--- src/rtl/jtframe_depth_pkg.sv ---
// Shared constants and helpers for the colour-depth converter.
package jtframe_depth_pkg;

    localparam int DW_MAX = 12;
    localparam int REPW   = $clog2(DW_MAX + 1);

    // 2x2 ordered-dither thresholds, indexed by {y[0], x[0]}
    localparam logic [3:0][1:0] BAYER = {2'd1, 2'd3, 2'd2, 2'd0};

    typedef struct packed {
        logic [REPW-1:0] cnt;
        logic [REPW-1:0] rem;
    } rep_t;

    // Whole copies of the input and leftover MSBs when widening
    function automatic rep_t rep_calc(input int in_dw, input int out_dw);
        rep_t r;
        r.cnt = REPW'(out_dw / in_dw);
        r.rem = REPW'(out_dw % in_dw);
        return r;
    endfunction

endpackage

--- src/rtl/jtframe_depth_chan.sv ---
// Combinational single-channel depth scaler: MSB-cyclic widen, truncate/round/dither narrow.
// Dither path is built only when JTFRAME_DEPTH_DITHER_EN is defined.
module jtframe_depth_chan
    import jtframe_depth_pkg::*;
#(
    parameter int IN_DW  = 4,
    parameter int OUT_DW = 8,
    parameter int ROUND  = 0
)(
    input  logic [IN_DW-1:0]  d,
    input  logic [1:0]        thr,
    output logic [OUT_DW-1:0] q
);

`ifdef JTFRAME_DEPTH_DITHER_EN
    localparam bit DITHER = 1'b1;
`else
    localparam bit DITHER = 1'b0;
`endif

    logic unused_in;
    assign unused_in = ^{thr, d};

    generate
        if (OUT_DW > IN_DW) begin : g_widen
            localparam rep_t REP  = rep_calc(IN_DW, OUT_DW);
            localparam int   NREP = int'(REP.cnt);
            localparam int   NREM = int'(REP.rem);
            for (genvar k = 0; k < NREP; k++) begin : g_rep
                assign q[OUT_DW-1-k*IN_DW -: IN_DW] = d;
            end
            if (NREM != 0) begin : g_rem
                assign q[NREM-1:0] = d[IN_DW-1 -: NREM];
            end
        end else if (OUT_DW == IN_DW) begin : g_equal
            assign q = d;
        end else begin : g_narrow
            localparam int SH = IN_DW - OUT_DW;
            logic [IN_DW:0]  add, sum;
            logic [OUT_DW:0] shr;
            logic            unused_lo;
            if (DITHER && SH >= 2) begin : g_dith
                assign add = (IN_DW+1)'(thr) << (SH - 2);
            end else if (ROUND != 0) begin : g_round
                assign add = (IN_DW+1)'(1) << (SH - 1);
            end else begin : g_trunc
                assign add = '0;
            end
            // One spare MSB catches the carry so it can saturate
            assign sum       = {1'b0, d} + add;
            assign shr       = sum[IN_DW -: OUT_DW+1];
            assign unused_lo = ^sum[SH-1:0];
            assign q         = shr[OUT_DW] ? '1 : shr[OUT_DW-1:0];
        end
    endgenerate

endmodule

--- src/rtl/jtframe_rgb_depth_pipe.sv ---
// Two-stage valid/ready colour-depth converter for packed multi-channel pixels.
// JTFRAME_DEPTH_DITHER_EN adds 2x2 ordered dither position counters.
module jtframe_rgb_depth_pipe
    import jtframe_depth_pkg::*;
#(
    parameter int CH     = 3,
    parameter int IN_DW  = 4,
    parameter int OUT_DW = 8,
    parameter int ROUND  = 0
)(
    input  logic                 clk,
    input  logic                 rst,
    input  logic                 in_valid,
    output logic                 in_ready,
    input  logic [CH*IN_DW-1:0]  in_data,
    input  logic                 in_eol,
    input  logic                 in_eof,
    output logic                 out_valid,
    input  logic                 out_ready,
    output logic [CH*OUT_DW-1:0] out_data,
    output logic                 out_eol,
    output logic                 out_eof
);

    logic [2:1]           vld_pipe;
    logic [CH*IN_DW-1:0]  s1_data;
    logic                 s1_eol, s1_eof;
    logic [1:0]           s1_thr, thr_in;
    logic [CH*OUT_DW-1:0] scaled;
    logic                 s2_free, s1_adv, in_fire;

    assign s2_free   = ~vld_pipe[2] | out_ready;
    assign s1_adv    = vld_pipe[1] & s2_free;
    assign in_ready  = ~vld_pipe[1] | s1_adv;
    assign in_fire   = in_valid & in_ready;
    assign out_valid = vld_pipe[2];

`ifdef JTFRAME_DEPTH_DITHER_EN
    logic dx, dy;

    always_ff @(posedge clk) begin
        if (rst) begin
            dx <= 1'b0;
            dy <= 1'b0;
        end else if (in_fire) begin
            dx <= in_eol ? 1'b0 : ~dx;
            dy <= in_eof ? 1'b0 : dy ^ in_eol;
        end
    end

    assign thr_in = BAYER[{dy, dx}];
`else
    assign thr_in = 2'd0;
`endif

    always_ff @(posedge clk) begin
        if (rst) begin
            vld_pipe <= '0;
            s1_data  <= '0;
            s1_eol   <= 1'b0;
            s1_eof   <= 1'b0;
            s1_thr   <= 2'd0;
            out_data <= '0;
            out_eol  <= 1'b0;
            out_eof  <= 1'b0;
        end else begin
            if (in_ready) vld_pipe[1] <= in_valid;
            if (in_fire) begin
                s1_data <= in_data;
                s1_eol  <= in_eol;
                s1_eof  <= in_eof;
                s1_thr  <= thr_in;
            end
            if (s2_free) vld_pipe[2] <= vld_pipe[1];
            if (s1_adv) begin
                out_data <= scaled;
                out_eol  <= s1_eol;
                out_eof  <= s1_eof;
            end
        end
    end

    generate
        for (genvar c = 0; c < CH; c++) begin : g_ch
            jtframe_depth_chan #(
                .IN_DW  (IN_DW),
                .OUT_DW (OUT_DW),
                .ROUND  (ROUND)
            ) u_chan (
                .d   (s1_data[c*IN_DW +: IN_DW]),
                .thr (s1_thr),
                .q   (scaled[c*OUT_DW +: OUT_DW])
            );
        end
    endgenerate

endmodule

--- config.mk ---
export PLATFORM = sky130hd
export DESIGN_NAME = jtframe_rgb_depth_pipe
export DESIGN_NICKNAME = d
export VERILOG_FILES = /design/src/rtl/jtframe_depth_pkg.sv /design/src/rtl/jtframe_depth_chan.sv /design/src/rtl/jtframe_rgb_depth_pipe.sv
export SDC_FILE = /design/constraint.sdc
export NUM_CORES = 1
export LEC_CHECK = 0
export CAP_MARGIN = 5
export CORE_ASPECT_RATIO = 0.5
export CORE_UTILIZATION = 44
export DETAILED_ROUTE_END_ITERATION = 8
export PLACE_DENSITY = 0.78
export SLEW_MARGIN = 10
export SYNTH_ARGS = -nofsm -noshare
export SYNTH_HDL_FRONTEND = slang
export SYNTH_SLANG_ARGS = --single-unit
--- constraint.sdc ---
create_clock -name clk -period 1.6 [get_ports clk]
set_clock_uncertainty 0.05 [all_clocks]
set_input_delay 0.24 -clock clk [delete_from_list [all_inputs] [get_ports clk]]
set_output_delay 0.24 -clock clk [all_outputs]
set_load 0.02 [all_outputs]
# ---- After elaboration in Yosys (flattened, before gate mapping)
# Index checks and enable logic that the tools add are counted.
dict set report op_classes {
  bitwise 6
}
# operator n
set ops {}
lappend ops {{1-bit bitwise AND} 2}
lappend ops {{1-bit inverter} 2}
lappend ops {{1-bit bitwise OR} 2}
dict set report totals {
  ff_bits 42
  input_bits 18
  out_inout_bits 28
  elab_cells 14
}

# ---- Longest topological paths before layout
dict set report logic_depth {
  ltp_word 5
  mapped_depth 5
  mapped_depth_nobuf 3
}

# ---- Modules after synthesis
# A second synthesis with hierarchy kept.
dict set report unflattened {
  cells_unflattened 213
  area_unflattened_um2 1934.4
}
# mod instances cells_each area_each_um2 seq_area_each_um2
set by_module_without_submodules {}
lappend by_module_without_submodules {jtframe_rgb_depth_pipe 1 189 1754.2 840.8}
lappend by_module_without_submodules {jtframe_depth_chan 3 8 60.1 0.0}

# ---- Least setup slack after synthesis
# OpenSTA, ideal clock, no wires.
dict set report synth_path {
  path_type {register to output}
  startpoint {register vld_pipe[2] (netlist bit)}
  endpoint {output in_ready}
  arrival_ps 1040
  required_ps 1310
  slack_ps 270
  stages_incl_launch_ff 5
  path_buffers 2
  path_cell_list {dfxtp_1 nor2b_4 buf_6 buf_2 nand2_1}
}
dict set report synth_between {
  elab_chain_len 4
}
# element line
set synth_lines {}
lappend synth_lines {{from (decl)} jtframe_rgb_depth_pipe.sv:25} ;# logic [2:1] vld_pipe;
lappend synth_lines {{1-bit inverter} jtframe_rgb_depth_pipe.sv:32} ;# assign s2_free = ~vld_pipe[2] | out_ready;
lappend synth_lines {{1-bit bitwise OR} jtframe_rgb_depth_pipe.sv:32}
lappend synth_lines {{1-bit bitwise AND} jtframe_rgb_depth_pipe.sv:33} ;# assign s1_adv = vld_pipe[1] & s2_free;
lappend synth_lines {{1-bit bitwise OR} jtframe_rgb_depth_pipe.sv:34} ;# assign in_ready = ~vld_pipe[1] | s1_adv;
lappend synth_lines {{to (decl)} jtframe_rgb_depth_pipe.sv:14} ;# output logic in_ready,
# No other way between the ends.

# ---- Worst setup path after layout
dict set report layout_path {
  startpoint {input out_ready}
  endpoint {output in_ready}
}
dict set report layout_between {
  elab_chain_len 3
}
# element line
set layout_lines {}
lappend layout_lines {{from (decl)} jtframe_rgb_depth_pipe.sv:19} ;# input logic out_ready,
lappend layout_lines {{1-bit bitwise OR} jtframe_rgb_depth_pipe.sv:32}
lappend layout_lines {{1-bit bitwise AND} jtframe_rgb_depth_pipe.sv:33}
lappend layout_lines {{1-bit bitwise OR} jtframe_rgb_depth_pipe.sv:34}
# No other way between the ends.

==> run summary <==
By count the netlist is led by sky130_fd_sc_hd__dfxtp_1 (30), sky130_fd_sc_hd__nand2b_1 (29), sky130_fd_sc_hd__a21oi_1 (16). The clock edge transition at the registers on the reported setup and hold paths came out at ~0.060 ns. Dividing the detail-routed wire length by the instance count gives about 13 microns. Synthesis instantiated 16 different standard cells from the library.

Once layout is complete, the utilization of the core stands at 0.6755. The achievable clock frequency came out at around 0.65 GHz. The area occupied by registers is around 600 sq um. The path class of the tightest hold or removal check is register to register. The number of diodes is 0. Yosys attributes the largest share of cell area to sky130_fd_sc_hd__dfxtp_1 (45%), sky130_fd_sc_hd__nand2b_1 (13%), sky130_fd_sc_hd__mux2i_1 (10%), sky130_fd_sc_hd__buf_4 (6.7%), sky130_fd_sc_hd__a21oi_1 (5.9%). The worst hold path cell count came out at 2. The insertion delay to the later sink of the worst-skew pair is 0.28 ns.

Setup repair after global routing left no endpoint under its margin. By instance count, the leading cell after synthesis is sky130_fd_sc_hd__dfxtp_1. The number of synthesized flops with an enable pin came out at 0. The starting utilization of the core area came out at 0.4902. The length of the first detailed-routing pass in iterations is 4. The number of antenna violations at the first check in global routing came out at 0.

The setup path with the least slack is of type input pin to primary output. Of all flip-flops after synthesis, the portion carrying an async set or reset was 0. The smallest clock period supported by the final layout is computed as between 1.5 and 2 ns. Yosys printed 0 warnings. The footprint of the multi-input gates came out at 581.8 sq um. The worst hold path begins at s1_eof. The number of slew-limit violations in the final report was 0.

Clock tree synthesis found a total of 30 sinks. The met2 track demand over resource came out at 0.2799. The share of the Yosys chip area taken by registers is 0.4457. The clock passes through at most 2 buffers.

The total setup violations reported at the end of the flow is 0. In this run the critical register-to-register path is launched from vld_pipe[2]. The routed via count is 1056. The half-perimeter wire length after detailed placement came out at about 2000 microns. The fraction of the cycle the final worst path needs came out at 0.9642. Synthesis inferred 30 register bits. The worst-case IR drop observed on VDD is ~0.0004 V. The max-slew headroom at the worst pin is 0.7589. For met1 alone, demand over resource in global routing was 0.2513. The global routing met3 resource utilization is 0.06000. The global-route wire length before repair came out at a little over 4000 microns.

The count of hold-fix buffers inserted at cts is 0. The net count of the mapped netlist came out at roughly 160. The number of levels the H-tree was split into is 2.

Counting every instance in the synthesized netlist gives between 100 and 150. The required time at the endpoint of the critical path came out at about 1.3 ns. The transition time of the tightest slew-check pin came out at roughly 0.36 ns.

The area inside the core boundary came out at 2749 sq um. At the end of routability-driven placement, the weighted congestion stood at 0.7586. Tracing the worst setup path back leads to its startpoint at out_ready.

met2 is the most crowded layer. The tree is rooted in a sky130_fd_sc_hd__clkbuf_8. The number of filler instances in the final layout is roughly 230. Of the cells placed in the final design, the portion with a size suffix greater than 1 is 0.07778.

The path depth of the worst reg2reg path is 5. The run finished with clean final reports. The worst setup path is captured at a primary output. For this run, the leading register cell type out of synthesis is sky130_fd_sc_hd__dfxtp_1.

The number of hold violations in the final report came out at 0. Of all cell types, the one taking the most synthesized area is sky130_fd_sc_hd__dfxtp_1. The number of vias per cell is 4.866. The number of global-route vias before repair came out at between 800 and 900.

The die area came out at approximately 3300 sq um. The number of nets in the layout is roughly 200. The total of max-cap violations came out at 0.

The die height came out at around 40 microns. Along the worst path, the maximum fanout reaches 6. The count of port buffers added during placement came out at 45. The number of rows created at floorplan is 13. Global routing finished with a remaining overflow of 0.

The critical path data arrival time is 1.25 ns. The die is around 80 microns wide. The leakage power is ~0.00074 uW. The wire length after detailed routing is between 2000 and 3000 microns. TritonCTS built the clock tree. Of the post-synthesis cell area, the dominant cell type holds 0.4457.

The number of top-level pins is between 40 and 50. The remaining design rule violation count came out at 0. A synthesized cell averages 9.293 sq um. The initial detailed-routing violation count is 79. The area overhead of the layout relative to synthesis is 37.79%. The final worst hold slack came out at approximately 0.43 ns. In this run the power density over the cells is 887.7 nW/um^2. Clock tree synthesis inserted a total of 5 buffers.

Summing every instance area after synthesis gives roughly 1300 sq um. The worst setup path is launched from an input pin. The remaining number of nets flagged by the antenna check after routing came out at 0. The pin count of the biggest net entering global routing is 45. The total routing resource utilization after global routing is 0.1823.
## per-stage QoR
stage	std cells	total power, uW	TNS, ns	setup WS [ns]	instance area (sq um)
detailed placement	209	1050	-1.217	-0.1977	1758
global route	217	1713	0	0.01578	1857
CTS	217	1662	0	0.02077	1848
finish	217	1648	0	0.05720	1857
global placement	209	1045	-0.9756	-0.1871	1758
floorplan	145	950.0	0	0.2700	1348
## critical path, cell delays in order
cell,delay [ns]
sky130_fd_sc_hd__clkdlybuf4s50_1,0.46
sky130_fd_sc_hd__nor2b_4,0.20
sky130_fd_sc_hd__nand2_1,0.07
sky130_fd_sc_hd__clkdlybuf4s15_1,0.28
## logic make-up (layout without fill, tap and decap cells)
kind of cell / Yosys count / after routing / synth area share
mux: 14 / 14 / 0.1040
simple gates: 46 / 46 / 0.2024
buf+inv: 24 / 59 / 0.1226
compound gates: 31 / 31 / 0.1254
flops: 30 / 30 / 0.4457
## layout make-up
class                      instances  share of cell area
sequential                        30              0.3235
clock buffer                       7             0.04650
inverter                           1            0.002022
tap                               37             0.02493
multi-input combinational         91              0.3133
clock inverter                     1            0.002695
timing repair buffer              50              0.2871
## cells in the final DEF (no fill, tap or decap)
cell type and n:
sky130_fd_sc_hd__clkdlybuf4s50_1 41, sky130_fd_sc_hd__clkbuf_1 1, sky130_fd_sc_hd__mux2i_1 14, sky130_fd_sc_hd__dlymetal6s2s_1 3
sky130_fd_sc_hd__a21oi_1 16, sky130_fd_sc_hd__o21ai_0 14, sky130_fd_sc_hd__nor2b_4 1, sky130_fd_sc_hd__clkdlybuf4s15_1 1
sky130_fd_sc_hd__clkbuf_8 6, sky130_fd_sc_hd__nor2_1 1, sky130_fd_sc_hd__nand3_1 14, sky130_fd_sc_hd__a21boi_4 1
sky130_fd_sc_hd__buf_12 3, sky130_fd_sc_hd__dfxtp_1 30, sky130_fd_sc_hd__nand2b_1 29, sky130_fd_sc_hd__nand2_1 1
sky130_fd_sc_hd__clkinv_2 1, sky130_fd_sc_hd__buf_4 2, sky130_fd_sc_hd__inv_1 1
## sequential cells by signal, indices dropped and copies added, names as in the netlist
| signal | flops |
|---|---|
| out_data | 12 |
| out_eof | 1 |
| out_eol | 1 |
| s1_data | 12 |
| s1_eof | 1 |
| s1_eol | 1 |
| vld_pipe | 2 |
## timing repair
action                                  4_1_cts  5_1_grt
endpoints found under the hold margin         0        0
gates resized for setup                       1        4
endpoints found under the setup margin        1        4
buffers inserted                              0        0
gates cloned                                  0        0
## final timing paths
check | slack [ns] | end
max | 0.06 | in_ready
min | 0.43 | out_eof
max reg2reg | 0.28 | s1_eol
min reg2reg | 0.43 | out_eof
## per-layer routing
layer / wire length (microns) / share of wire
met1: 1442 / 0.52
met2: 1206 / 0.43
met3: 127 / 0.046
met4: 0 / 0
met5: 0 / 0
## power by group
part / total, uW / switching, uW / leakage (uW) / internal [uW]
Combinational: 228 / 101 / 0.000446 / 126
Clock: 614 / 268 / 0.0000482 / 346
Sequential: 807 / 24.5 / 0.000245 / 782
Total: 1650 / 394 / 0.000740 / 1250
Power figures use the tool's default switching activity.
